<file path="config.mk">
export PLATFORM = sky130hd
export DESIGN_NAME = ble_packet_parser
export DESIGN_NICKNAME = d
export VERILOG_FILES = /design/src/rtl/ble_packet_parser_pkg.sv /design/src/rtl/ble_packet_parser_sat_s16_to_s9.sv /design/src/rtl/ble_packet_parser.sv
export SDC_FILE = /design/constraint.sdc
export NUM_CORES = 1
export LEC_CHECK = 0
export ABC_AREA = 0
export BUFFER_PORTS_ARGS = -buffer_cell sky130_fd_sc_hd__buf_2
export CAP_MARGIN = 40
export CORE_ASPECT_RATIO = 0.7
export CORE_MARGIN = 2
export CORE_UTILIZATION = 52
export DETAILED_ROUTE_END_ITERATION = 10
export GPL_ROUTABILITY_DRIVEN = 0
export PLACE_DENSITY_LB_ADDON = 0.15
export REMOVE_ABC_BUFFERS = 1
export SLEW_MARGIN = 20
export SYNTH_ARGS = -nofsm -noshare
export SYNTH_HDL_FRONTEND = slang
export SYNTH_SLANG_ARGS = --single-unit
</file>
<file path="constraint.sdc">
create_clock -name clock -period 3.03 [get_ports clock]
set_clock_uncertainty 0.05 [all_clocks]
set_input_delay 0.303 -clock clock [delete_from_list [all_inputs] [get_ports clock]]
set_output_delay 0.303 -clock clock [all_outputs]
set_load 0.05 [all_outputs]
</file>
<file path="src/rtl/ble_packet_parser_pkg.sv">
`default_nettype none
// ============================================================================
// Module      : ble_pkg
// Description : Shared constants, frame-type and parser-state enums, and
//               helper functions for the BLE command packet parser.
// Revision    : 1.0 - initial release
// ============================================================================
package ble_pkg;

  localparam logic [7:0] SYNC_BYTE = 8'hA5;

  // Largest payload of any frame type; sizes the shadow buffer.
  localparam int MAX_PAYLOAD = 6;

  // Number of 9-bit clamped fields on the commit path.
  localparam int NUM_FIELDS = 8;

  typedef enum logic [7:0] {
    TYPE_SETPT = 8'h01,
    TYPE_PGAIN = 8'h02,
    TYPE_YGAIN = 8'h03,
    TYPE_CTRL  = 8'h04
  } frame_type_t;

  typedef enum logic [1:0] {
    HUNT    = 2'd0,
    TYPE    = 2'd1,
    PAYLOAD = 2'd2,
    CHECK   = 2'd3
  } parser_state_t;

  // Payload length in bytes for a type byte; 0 marks an unknown type.
  function automatic logic [2:0] payload_len(input logic [7:0] type_byte);
    logic [2:0] len;
    len = 3'd0;
    case (type_byte)
      TYPE_SETPT: len = 3'd4;
      TYPE_PGAIN: len = 3'd6;
      TYPE_YGAIN: len = 3'd6;
      TYPE_CTRL:  len = 3'd2;
      default:    len = 3'd0;
    endcase
    return len;
  endfunction

  // Which big-endian 16-bit payload word feeds each 9-bit field.
  // Field order: set_pitch, set_yaw, pitch kP/kI/kD, yaw kP/kI/kD.
  function automatic int field_word(input int field);
    int w;
    case (field)
      0:       w = 0;
      1:       w = 1;
      2:       w = 0;
      3:       w = 1;
      4:       w = 2;
      5:       w = 0;
      6:       w = 1;
      7:       w = 2;
      default: w = 0;
    endcase
    return w;
  endfunction

endpackage
`default_nettype wire

</file>
<file path="src/rtl/ble_packet_parser_sat_s16_to_s9.sv">
`default_nettype none
// ============================================================================
// Module      : sat_s16_to_s9
// Description : Combinational clamp of a signed 16-bit value into the
//               signed 9-bit range [-256, 255].
// Revision    : 1.0 - initial release
// ============================================================================
module sat_s16_to_s9 (
  input  logic signed [15:0] in_value,
  output logic signed [8:0]  out_value
);

  // Clamp to the representable range, otherwise keep the low 9 bits.
  always_comb begin
    out_value = in_value[8:0];
    if (in_value > 16'sd255) begin
      out_value = 9'sd255;
    end else if (in_value < -16'sd256) begin
      out_value = -9'sd256;
    end
  end

endmodule
`default_nettype wire

</file>
<file path="src/rtl/ble_packet_parser.sv">
`default_nettype none
// ============================================================================
// Module      : ble_packet_parser
// Description : Frames the BLE UART byte stream into typed, XOR-checksummed
//               packets and atomically commits decoded setpoints, PID gains
//               and control bytes when a packet checks out.
// Revision    : 1.0 - initial release
// ============================================================================
module ble_packet_parser
  import ble_pkg::*;
#(
  parameter int TIMEOUT_CYCLES = 1_000_000
) (
  input  logic              clock,
  input  logic              reset_n,
  input  logic [7:0]        rx_data,
  input  logic              rx_valid,
  output logic signed [8:0] set_pitch,
  output logic signed [8:0] set_yaw,
  output logic signed [8:0] pitch_kP,
  output logic signed [8:0] pitch_kI,
  output logic signed [8:0] pitch_kD,
  output logic signed [8:0] yaw_kP,
  output logic signed [8:0] yaw_kI,
  output logic signed [8:0] yaw_kD,
  output logic [7:0]        initialize_mpu,
  output logic [7:0]        initialize_motor,
  output logic              vector_valid,
  output logic              frame_error,
  output logic [7:0]        err_count
);

  localparam int IDLE_W = $clog2(TIMEOUT_CYCLES + 1);
  // Idle count seen on the clock that completes TIMEOUT_CYCLES idle clocks.
  localparam logic [IDLE_W-1:0] IDLE_LAST = IDLE_W'(TIMEOUT_CYCLES - 1);

  parser_state_t     state;
  parser_state_t     next_state;
  frame_type_t       frame_type;
  logic [2:0]        byte_cnt;
  logic [7:0]        chk_acc;
  logic [IDLE_W-1:0] idle_cnt;
  logic [7:0]        shadow [MAX_PAYLOAD];

  logic              commit;
  logic              err_evt;
  logic [2:0]        wr_idx;

  logic signed [15:0] words   [MAX_PAYLOAD/2];
  logic signed [8:0]  sat_val [NUM_FIELDS];

  // Payload bytes fill the shadow buffer from index 0 upward.
  assign wr_idx = payload_len(frame_type) - byte_cnt;

  // Reassemble big-endian 16-bit words from the shadow buffer.
  generate
    for (genvar k = 0; k < MAX_PAYLOAD/2; k++) begin : g_word
      assign words[k] = {shadow[2*k], shadow[2*k+1]};
    end
  endgenerate

  // One clamp per 9-bit output field, fed by that field's payload word.
  generate
    for (genvar f = 0; f < NUM_FIELDS; f++) begin : g_sat
      localparam int WORD = field_word(f);
      sat_s16_to_s9 u_sat (
        .in_value  (words[WORD]),
        .out_value (sat_val[f])
      );
    end
  endgenerate

  // Parser state register.
  always_ff @(posedge clock or negedge reset_n) begin
    if (!reset_n) begin
      state <= HUNT;
    end else begin
      state <= next_state;
    end
  end

  // Next-state decode, commit and error events; a strobe always beats timeout.
  always_comb begin
    next_state = state;
    commit     = 1'b0;
    err_evt    = 1'b0;
    if (rx_valid) begin
      case (state)
        HUNT: begin
          if (rx_data == SYNC_BYTE) begin
            next_state = TYPE;
          end
        end
        TYPE: begin
          if (payload_len(rx_data) != 3'd0) begin
            next_state = PAYLOAD;
          end else begin
            next_state = HUNT;
            err_evt    = 1'b1;
          end
        end
        PAYLOAD: begin
          if (byte_cnt == 3'd1) begin
            next_state = CHECK;
          end
        end
        CHECK: begin
          next_state = HUNT;
          if (rx_data == chk_acc) begin
            commit = 1'b1;
          end else begin
            err_evt = 1'b1;
          end
        end
        default: next_state = HUNT;
      endcase
    end else if (state != HUNT && idle_cnt == IDLE_LAST) begin
      next_state = HUNT;
      err_evt    = 1'b1;
    end
  end

  // Frame datapath: type latch, byte counter, running XOR, shadow buffer, idle timer.
  always_ff @(posedge clock or negedge reset_n) begin
    if (!reset_n) begin
      frame_type <= TYPE_SETPT;
      byte_cnt   <= 3'd0;
      chk_acc    <= 8'h00;
      idle_cnt   <= '0;
      for (int i = 0; i < MAX_PAYLOAD; i++) begin
        shadow[i] <= 8'h00;
      end
    end else begin
      if (rx_valid || next_state == HUNT) begin
        idle_cnt <= '0;
      end else begin
        idle_cnt <= idle_cnt + IDLE_W'(1);
      end

      if (rx_valid) begin
        case (state)
          TYPE: begin
            if (payload_len(rx_data) != 3'd0) begin
              frame_type <= frame_type_t'(rx_data);
              byte_cnt   <= payload_len(rx_data);
              chk_acc    <= rx_data;
            end
          end
          PAYLOAD: begin
            shadow[wr_idx] <= rx_data;
            chk_acc        <= chk_acc ^ rx_data;
            byte_cnt       <= byte_cnt - 3'd1;
          end
          default: ;
        endcase
      end
    end
  end

  // Output registers: written only from the shadow buffer on a good checksum.
  always_ff @(posedge clock or negedge reset_n) begin
    if (!reset_n) begin
      set_pitch        <= '0;
      set_yaw          <= '0;
      pitch_kP         <= '0;
      pitch_kI         <= '0;
      pitch_kD         <= '0;
      yaw_kP           <= '0;
      yaw_kI           <= '0;
      yaw_kD           <= '0;
      initialize_mpu   <= 8'h00;
      initialize_motor <= 8'h00;
    end else if (commit) begin
      case (frame_type)
        TYPE_SETPT: begin
          set_pitch <= sat_val[0];
          set_yaw   <= sat_val[1];
        end
        TYPE_PGAIN: begin
          pitch_kP <= sat_val[2];
          pitch_kI <= sat_val[3];
          pitch_kD <= sat_val[4];
        end
        TYPE_YGAIN: begin
          yaw_kP <= sat_val[5];
          yaw_kI <= sat_val[6];
          yaw_kD <= sat_val[7];
        end
        TYPE_CTRL: begin
          initialize_mpu   <= shadow[0];
          initialize_motor <= shadow[1];
        end
        default: ;
      endcase
    end
  end

  // Status pulses and the saturating dropped-frame counter.
  always_ff @(posedge clock or negedge reset_n) begin
    if (!reset_n) begin
      vector_valid <= 1'b0;
      frame_error  <= 1'b0;
      err_count    <= 8'h00;
    end else begin
      vector_valid <= commit;
      frame_error  <= err_evt;
      if (err_evt && err_count != 8'hFF) begin
        err_count <= err_count + 8'd1;
      end
    end
  end

endmodule
`default_nettype wire

</file>
==> After elaboration in Yosys (flattened, before gate mapping) <==
Index checks and enable logic that the tools add are counted.
{ "word_totals": {"reg_bits": 187, "inputBits": 11, "word_cells": 105, "output_inout_bits": 98} }
{ "op_classes": {"eq_ne": 17, "order_cmp": 8, "bitwise_logic": 2, "muxes": 32, "addsub": 4, "n_reduce_logical": 18} }
{ "op_table": {"columns": ["op", "count"], "rows": [
  ["9-bit two-way mux", 6],
  ["48-bit bitwise mux", 1],
  ["16-bit by 9-bit greater-than comparator with 1-bit output (second input constant)", 3],
  ["16-bit by 9-bit less-than comparator with 1-bit output (second input constant)", 3],
  ["8-bit by 2-bit == test with 1-bit output (second input constant)", 4],
  ["8-bit demux with 3-bit select", 1],
  ["20-bit by 1-bit adder with 20-bit output (second input constant)", 1],
  ["20-bit == test (second input constant)", 1],
  ["20-bit two-way mux", 1],
  ["3-bit one-hot mux with 3 select lines", 2],
  ["8-bit by 1-bit == test with 1-bit output (second input constant)", 2],
  ["8-bit by 3-bit == test with 1-bit output (second input constant)", 2],
  ["8-bit two-way mux", 2],
  ["8-bit one-hot mux with 2 select lines", 1],
  ["2-bit two-way mux", 5],
  ["2-bit AND reduction", 5],
  ["3-bit two-way mux", 3],
  ["8-bit by 1-bit adder with 8-bit output (second input constant)", 1],
  ["8-bit == test", 1],
  ["8-bit == test (second input constant)", 1],
  ["8-bit inequality test (second input constant)", 1],
  ["2-bit one-hot mux with 4 select lines", 1],
  ["8-bit bitwise XOR", 1],
  ["1-bit two-way mux", 7],
  ["18 further kinds", 25]
]} }

==> Logic depth before layout (Yosys ltp) <==
Gate-level depths: netlist (run 1).
{ "logic_depth": {"depth_word": 12, "ltp_mapped": 9, "depth_no_buf": 8} }

==> Modules after synthesis <==
Synthesis (run 1) repeated with hierarchy kept, for this count alone.
{ "unflattened": {"hier_cells": 697, "area_unflattened_um2": 8878.5} }
{ "modules_own_cells": {"columns": ["mod", "n_inst", "area_per_inst_um2", "cells_each"], "rows": [
  ["ble_packet_parser", 1, 7817.5, 577],
  ["sat_s16_to_s9", 8, 132.6, 15]
]} }

==> Worst setup path after synthesis (run 1) <==
OpenSTA, ideal clock, no wires.
{ "synth_timing": {"path_kind": "register to register", "startpoint": "register frame_type[1]", "endpoint": "register shadow[32] (netlist bit)", "path_slack_ps": 423, "setup_time_ps": 125, "path_stages_with_launch": 8, "arrival_time_ps": 2432, "t_required_ps": 2855, "path_cell_list": "dfrtp_1 -> nor2_1 -> mux2i_1 -> nor2_1 -> fa_1 -> or3_1 -> nor2_2 -> mux2_2"} }
{ "synth_between": {"elab_chain_len": 10, "elab_cells_between_ends": 14, "cone_classes": "add/sub: 1; order compare: 2; eq/ne: 4; mux: 4; bitwise: 1; reduce/logical: 2"} }
{ "synth_lines": {"columns": ["element", "line_no", "source"], "rows": [
  ["start: declaration", "ble_packet_parser.sv:39", "frame_type_t frame_type;"],
  ["start signal: assignment", "ble_packet_parser.sv:144", "frame_type <= frame_type_t'(rx_data);"],
  ["8-bit by 2-bit == test with 1-bit output", "ble_packet_parser_pkg.sv:36", "case (type_byte)"],
  ["2-bit OR reduction (no source line)", null, null],
  ["3-bit one-hot mux with 3 select lines *", "ble_packet_parser_pkg.sv:36", null],
  ["3-bit subtractor *", "ble_packet_parser.sv:53", "assign wr_idx = payload_len(frame_type) - byte_cnt;"],
  ["3-bit inverter with 4-bit output (not written as such) *", "ble_packet_parser.sv:150", "shadow[wr_idx] <= rx_data;"],
  ["4-bit >= comparator (not written as such) or 4-bit by 1-bit less-than comparator with 1-bit output (tied branches)", "ble_packet_parser.sv:150", null],
  ["1-bit logical AND (not written as such)", "ble_packet_parser.sv:150", null],
  ["8-bit two-way mux (not written as such)", "ble_packet_parser.sv:150", null],
  ["8-bit demux with 3-bit select *", "ble_packet_parser.sv:150", null],
  ["48-bit bitwise mux *", "ble_packet_parser.sv:150", null],
  ["end signal: indexed assignment", "ble_packet_parser.sv:150", null],
  ["end: declaration", "ble_packet_parser.sv:43", "logic [7:0] shadow [MAX_PAYLOAD];"]
]} }
Every way passes the cells marked *; elsewhere a longest branch is shown, timed or not.
A chain may end at the register's enable or synchronous reset.

==> Final worst setup path (run 1) <==
{ "layout_timing": {"startpoint": "register frame_type[1]", "endpoint": "register shadow[17] (netlist bit)"} }
Same word-level chain as after synthesis.

==> out/metrics.csv, run 1 <==
stage,metric,value,unit
floorplanning,dieWidth,154,µm
worst_setup_path,r2r_slack,0.17,ns
min_path,hold_depth,2,
grt,grt_pass1_vias,5275,
timing,min_period,2.86,ns
layout,nNetsFinal,745,
clock_network,clkSinkCount,187,
layout,instances_no_fill,942,
timing,drv_slew,0,
layout,max_flop_register,shadow,
floorplanning,coreArea,15500,µm²
layout,antenna_cells,0,
timing,maxSlewHeadroom,0.514,
placed_design,numPlacedInstances,907,
timing,tns,0,ns
placed_design,portBuffers,108,
timing,max_freq,0.350,GHz
placed_design,post-place-ws,0.191,ns
pwr,leakage,4.95,nW
logic_synthesis,synth_edf_count,0,
logic_synthesis,synth_seq_cells,187,
layout,drive_gt1_frac,0.434,
placed_design,placed_cell_area,9010,µm²
route,drt_pre_antenna_iters,4,
clock_network,cts_hold_buf,1,
clock_network,postCtsSetupRepairBufs,0,
floorplanning,io_pins,109,
layout,largest_reg_flops,48,
worst_setup_path,path_max_fanout,8,
clock_network,h-tree-depth,4,
logic_synthesis,synthMostInstantiatedCell,dfrtp_1,
logic_synthesis,syn_inst,607,
grt,grt_usage,0.218,
pwr,p_total,0.00565,W
logic_synthesis,yosysSeqAreaShare,0.568,
logic_synthesis,synthTopCellsByArea,"dfrtp_1 56%, mux2_2 15%, mux2_4 5.6%, xnor2_1 2.4%, o21a_1 2.3%",
logic_synthesis,ys_warn_count,0,
timing,setup_violations,0,
floorplanning,dieArea,16900,µm²
logic_synthesis,yosys-top-cells-count,"186 x dfrtp_1, 108 x mux2_2, 31 x mux2_4, 31 x nand2_1, 29 x nor2_1",
logic_synthesis,syn_area,8240,µm²
worst_setup_path,worstPathRequired,3.29,ns
logic_synthesis,ys_types,55,
worst_setup_path,reg2regPathDepth,8,
clock_network,cts_buffer_depth,2,
route,drt_iter0_drc,326,
outcome,status,completed,
worst_setup_path,cp-start-kind,register,
pwr,power_density,586,nW/µm²
logic_synthesis,synth_area_per_cell,13.6,µm²
worst_setup_path,worstReg2RegStart,frame_type[1],
route,drt_wl_total,17.4,mm
worst_setup_path,setup.worst_path.class,reg2reg,
logic_synthesis,synthArstFlopShare,1.00,
clock_network,cts_tree,built,
timing,rsz0062_at_grt,false,
worst_setup_path,cp-startpoint,frame_type[1],
run,drv_cap,0,
grt,grt_remaining_overflow,0,
worst_setup_path,arrival,3.12,ns
timing,timing.final.hold_violations,0,
worst_setup_path,crit_path_end_kind,register,
floorplanning,fp.dieH,109,µm
min_path,hold_class,in2reg,
pwr,ir_worst_vdd,0.000405,V
clock_network,cts_root_buf,clkbuf_16,
min_path,min_to,shadow[3],
grt,grt_first_pass_wirelength,28.2,mm
placed_design,hpwlAfterDp,11.9,mm
clock_network,clkTransAtPathRegs,0.06,ns
grt,grt_max_degree,90,
min_path,min_from,rx_data[3],
floorplanning,initial_utilization,0.532,
logic_synthesis,yosysTopAreaCell,dfrtp_1,
layout,fin_area,9640,µm²
clock_network,post_cts_resized,0,
route,drc,0,
grt,antenna_found_initial,0,
layout,area_delta_synth_final,17.0,%
route,vias,5150,
clock_network,numCtsBuffers,17,
route,routedWlPerCell,18.5,µm
logic_synthesis,yosys.area.top_type_share,0.565,
clock_network,clk_latency,0.43,ns
route,ant_nets,0,
floorplanning,rows,38,
logic_synthesis,synth_top_flop_cell,dfrtp_1,
timing,fin_crit_sh,0.944,
timing,setup_slack,0.170,ns
timing,worst_slew_pin_slew,0.729,ns
route,drt-vias-per-instance,5.47,
worst_setup_path,worstReg2RegEnd,shadow[17],
layout,largestRegisters,"shadow x48, idle_cnt x20",
==> stage by stage <==
step	util	hold slack, ns
after detailed placement	0.582	0.366
final	0.622	0.203
after global routing	0.622	0.196
after floorplan	-	-0.0426
after global placement	0.582	0.346
after CTS	0.621	0.179
==> metal layers <==
layer | GRT usage | share of wire
met4 | 0.0575 | 0.010
met3 | 0.0520 | 0.045
met5 | 0 | 0
met1 | 0.318 | 0.49
met2 | 0.332 | 0.45
==> report_power, final <==
part,switching [W],internal (W)
Combinational,0.000424,0.000234
Sequential,0.000111,0.00261
Clock,0.000952,0.00132
==> cells in the final DEF, fill, tap and decap left out, types with 18 or more instances in the layout <==
master,instances
xnor2_1,23
mux2_4,31
nor2_1,29
nand3_1,21
buf_2,108
mux2_2,108
o21ai_0,18
nand2_1,31
o21a_1,25
dfrtp_1,186
==> cell type report <==
| cell class | count | area (µm²) |
|---|---|---|
| Tap cell | 200 | 250 |
| Clock buffer | 18 | 439 |
| Timing Repair Buffer | 126 | 694 |
| Sequential cell | 187 | 4680 |
| Fill cell | 1195 | 5860 |
| Clock inverter | 14 | 169 |
| Inverter | 5 | 18.8 |
| Multi-Input combinational cell | 392 | 3390 |
==> how the worst max path moves through the flow <==
stage	slack [ns]	end
finish	0.17	shadow[17]
global route	0.01	shadow[17]
CTS	0.19	shadow[21]
detailed placement	0.19	shadow[23]
global placement	0.31	shadow[1]
floorplan	0.42	shadow[32]
==> kinds of logic (layout without fill, tap and decap cells) <==
kind of cell,after synthesis,in the layout,share of synthesized area
AO/OA/AOI/OAI,68,68,0.0565
XOR/XNOR,33,33,0.0351
adder cells (fa/ha/maj),5,5,0.00850
buffers and inverters,28,163,0.0208
flip-flops,187,187,0.568
multiplexers,143,143,0.209
AND/OR/NAND/NOR,143,143,0.102
==> worst max-delay path, cell delays in order (launching register included) <==
cell	delay, ns
dfrtp_1	0.51
nor2_1	0.11
mux2i_1	0.14
nor2_1	0.08
fa_1	0.39
xnor2_1	0.29
xor2_1	0.39
or3_1	0.41
mux2_2	0.38
No activity file was read; power rests on OpenSTA's default activity.
==> inputs of run 2 (changes only) <==
Settings changed: GPL_TIMING_DRIVEN from default to 0, SYNTH_HIERARCHICAL from default to 1.
==> out/metrics.csv, run 2 <==
stage,metric,value,unit,change
outcome,status,completed,,unchanged
pwr,p_int,0.00405,W,was 0.00416 W
layout,max_flop_register,shadow,,unchanged
floorplanning,dieWidth,160,µm,was 154 µm
logic_synthesis,yosysSeqAreaShare,0.527,,was 0.568
min_path,hold_depth,3,,was 2
pwr,swShare,0.286,,was 0.263
clock_network,numCtsBuffers,17,,unchanged
pwr,seqPwrFrac,0.480,,was 0.481
floorplanning,dieArea,18200,µm²,was 16900 µm²
grt,grt_remaining_overflow,0,,unchanged
worst_setup_path,worstReg2RegStart,frame_type[3],,was frame_type[1]
logic_synthesis,syn_inst,697,,was 607
clock_network,cts_buffer_depth,2,,unchanged
clock_network,h-tree-depth,4,,unchanged
timing,worst_slew_pin_slew,0.803,ns,was 0.729 ns
layout,nNetsFinal,813,,was 745
timing,max_freq,0.349,GHz,was 0.350 GHz
grt,antenna_found_initial,0,,unchanged
route,ant_nets,0,,unchanged
clock_network,clkTransAtPathRegs,0.07,ns,was 0.06 ns
placed_design,post-place-ws,0.0294,ns,was 0.191 ns
logic_synthesis,synth_area_per_cell,12.7,µm²,was 13.6 µm²
timing,rsz0062_at_grt,false,,unchanged
layout,seq_area,4680,µm²,unchanged
pwr,leakage,5.63,nW,was 4.95 nW
placed_design,portBuffers,108,,unchanged
logic_synthesis,ys_warn_count,6,,was 0
grt,grtUsageMet1,0.327,,was 0.318
logic_synthesis,yosys.area.top_type_share,0.524,,was 0.565
timing,timing.final.hold_violations,0,,unchanged
grt,top_usage_layer,met2,,unchanged
timing,drv_slew,0,,unchanged
logic_synthesis,synthTopCellsByArea,"dfrtp_1 52%, mux2_2 15%, a21o_1 5.5%, mux2_1 2.7%, nor4_4 2.2%",,"was dfrtp_1 56%, mux2_2 15%, mux2_4 5.6%, xnor2_1 2.4%, o21a_1 2.3%"
logic_synthesis,ys_types,54,,was 55
floorplanning,initial_utilization,0.538,,was 0.532
layout,mostFrequentLayoutCells,"186 x dfrtp_1, 120 x mux2_2, 107 x buf_2",,"was 186 x dfrtp_1, 108 x mux2_2, 108 x buf_2"
placed_design,hpwlAfterDp,13.2,mm,was 11.9 mm
route,vias,5925,,was 5150
clock_network,postCtsSetupRepairBufs,0,,unchanged
min_path,hold_class,in2reg,,unchanged
pwr,p_sw,0.00162,W,was 0.00149 W
layout,layout_commonest_cell,dfrtp_1,,unchanged
min_path,min_to,state[0],,was shadow[3]
worst_setup_path,worstReg2RegEnd,shadow[1],,was shadow[17]
layout,largestRegisters,"shadow x48, idle_cnt x20",,unchanged
grt,grt_use_met2,0.350,,was 0.332
layout,antenna_cells,0,,unchanged
logic_synthesis,synth_seq_cells,187,,unchanged
timing,setup_violations,0,,unchanged
layout,area_delta_synth_final,14.6,%,was 17.0%
floorplanning,coreArea,16500,µm²,was 15500 µm²
run,drv_cap,0,,unchanged
clock_network,cts_tree,built,,unchanged
timing,setup_slack,0.168,ns,was 0.170 ns
timing,min_period,2.86,ns,about the same
route,routedWlPerCell,18.9,µm,was 18.5 µm
worst_setup_path,r2r_slack,0.17,ns,about the same
route,drc,0,,unchanged
route,drt_wl_total,19.6,mm,was 17.4 mm
timing,maxSlewHeadroom,0.465,,was 0.514
timing,fin_crit_sh,0.945,,was 0.944
pwr,pwr-share-comb,0.140,,was 0.116
route,drt-vias-per-instance,5.72,,was 5.47
grt,grt_max_degree,102,,was 90
logic_synthesis,synthArstFlopShare,1.00,,unchanged
logic_synthesis,yosysTopAreaCell,dfrtp_1,,unchanged
layout,multi_input_area,4030,µm²,was 3390 µm²
floorplanning,io_pins,109,,unchanged
worst_setup_path,cp-start-kind,register,,unchanged
pwr,power_density,557,nW/µm²,was 586 nW/µm²
pwr,ir_worst_vdd,0.000341,V,was 0.000405 V
worst_setup_path,arrival,3.13,ns,was 3.12 ns
grt,grt_usage,0.228,,was 0.218
worst_setup_path,crit_path_end_kind,register,,unchanged
grt,grt_pass1_vias,5979,,was 5275
worst_setup_path,setup.worst_path.class,reg2reg,,unchanged
logic_synthesis,yosys-top-cells-count,"186 x dfrtp_1, 120 x mux2_2, 65 x a21o_1",,"was 186 x dfrtp_1, 108 x mux2_2, 31 x mux2_4, 31 x nand2_1, 29 x nor2_1"
logic_synthesis,syn_area,8880,µm²,was 8240 µm²
logic_synthesis,synth_edf_count,0,,unchanged
pwr,p_clk_frac,0.380,,was 0.402
clock_network,clkSinkCount,187,,unchanged
grt,use_met3,0.0539,,was 0.0520
layout,drive_gt1_frac,0.385,,was 0.434
floorplanning,rows,39,,was 38
clock_network,cts_root_buf,clkbuf_16,,unchanged
worst_setup_path,reg2regPathDepth,7,,was 8
grt,grt_first_pass_wirelength,32.2,mm,was 28.2 mm
min_path,min_from,rx_valid,,was rx_data[3]
logic_synthesis,synthMostInstantiatedCell,dfrtp_1,,unchanged
worst_setup_path,path_max_fanout,8,,unchanged
clock_network,clk_latency,0.43,ns,about the same
route,drt_pre_antenna_iters,6,,was 4
layout,largest_reg_flops,48,,unchanged
pwr,p_total,0.00566,W,was 0.00565 W
route,drt_iter0_drc,413,,was 326
worst_setup_path,worstPathRequired,3.30,ns,was 3.29 ns
logic_synthesis,synth_top_flop_cell,dfrtp_1,,unchanged
layout,nFillCells,1317,,was 1195
floorplanning,fp.dieH,113,µm,was 109 µm
==> run 2: changes by cell type after synthesis, sizes merged, moves of 8 or more <==
cell   delta
nand4    +11
a21o     +64
nand2     +9
o21a     -25
a21oi    +11
xnor2     -8
==> run 2: power by group through the flow <==
stage / Clock, W / Combinational [W] / Sequential (W)
CTS: 0.00220 / 0.000799 / 0.00272
floorplan: 0 / 0.000461 / 0.00285
global route: 0.00231 / 0.000876 / 0.00274
detailed placement: 0 / 0.000794 / 0.00277
finish: 0.00215 / 0.000792 / 0.00272
global placement: 0 / 0.000774 / 0.00275
==> run 2: timing repair <==
action	CTS	global route
gates resized for setup	0	0
hold endpoints to repair	86	0
hold buffers	1	0
==> run 2: metrics by stage <==
| step | hold WS [ns] | utilization | setup TNS, ns | std cells | cell area, µm² |
|---|---|---|---|---|---|
| after floorplan | -0.0426 | - | 0 | 667 | 8720 |
| after detailed placement | 0.293 | 0.581 | 0 | 1001 | 9590 |
| final | 0.189 | 0.617 | 0 | 1035 | 10200 |
| after global placement | 0.412 | 0.579 | -234.52 | 1000 | 9540 |
| after global routing | 0.215 | 0.617 | 0 | 1035 | 10200 |
| after CTS | 0.176 | 0.616 | 0 | 1034 | 10200 |
==> run 2: worst max path at each step <==
stage | cells past startpoint | endpoint | startpoint | slack, ns
after floorplan | 5 | yaw_kD[0] | chk_acc[5] | 0.50
final | 7 | shadow[1] | frame_type[3] | 0.17
after CTS | 7 | shadow[1] | frame_type[3] | 0.17
after detailed placement | 6 | yaw_kI[8] | rx_data[1] | 0.03
after global placement | 1 | yaw_kI[3] | reset_n | -1.24
after global routing | 7 | shadow[3] | frame_type[3] | 0.07
==> run 2: kinds of logic after synthesis <==
family / Yosys count / synth area share
flip-flops: 187 / 0.527
adder cells (fa/ha/maj): 5 / 0.00789
AND/OR/NAND/NOR: 174 / 0.125
AO/OA/AOI/OAI: 124 / 0.109
XOR/XNOR: 32 / 0.0324
multiplexers: 141 / 0.179
buffers and inverters: 34 / 0.0196
==> run 2: final cells by class <==
cell class / count / share of cell area
repair buffers: 111 / 0.0585
flip-flops and latches: 187 / 0.460
inverters: 4 / 0.00148
multi-input cells: 476 / 0.396
clock inverters: 12 / 0.0101
well taps: 225 / 0.0277
clock buffers: 20 / 0.0459
==> run 2: per-layer routing <==
metal  vias to the layer above  share of wire
met1                      3029           0.48
met2                       159           0.45
met3                        17          0.055
met5                         -              0
met4                         0          0.012
li1                       2720              -
==> run 2: worst max-delay path, cell delays in order, from the launching register on <==
cell	delay, ns
dfrtp_1	0.39
nor3_1	0.24
nand2_1	0.19
a21oi_1	0.19
fa_1	0.47
or3_1	0.43
nor2_2	0.39
mux2_2	0.39
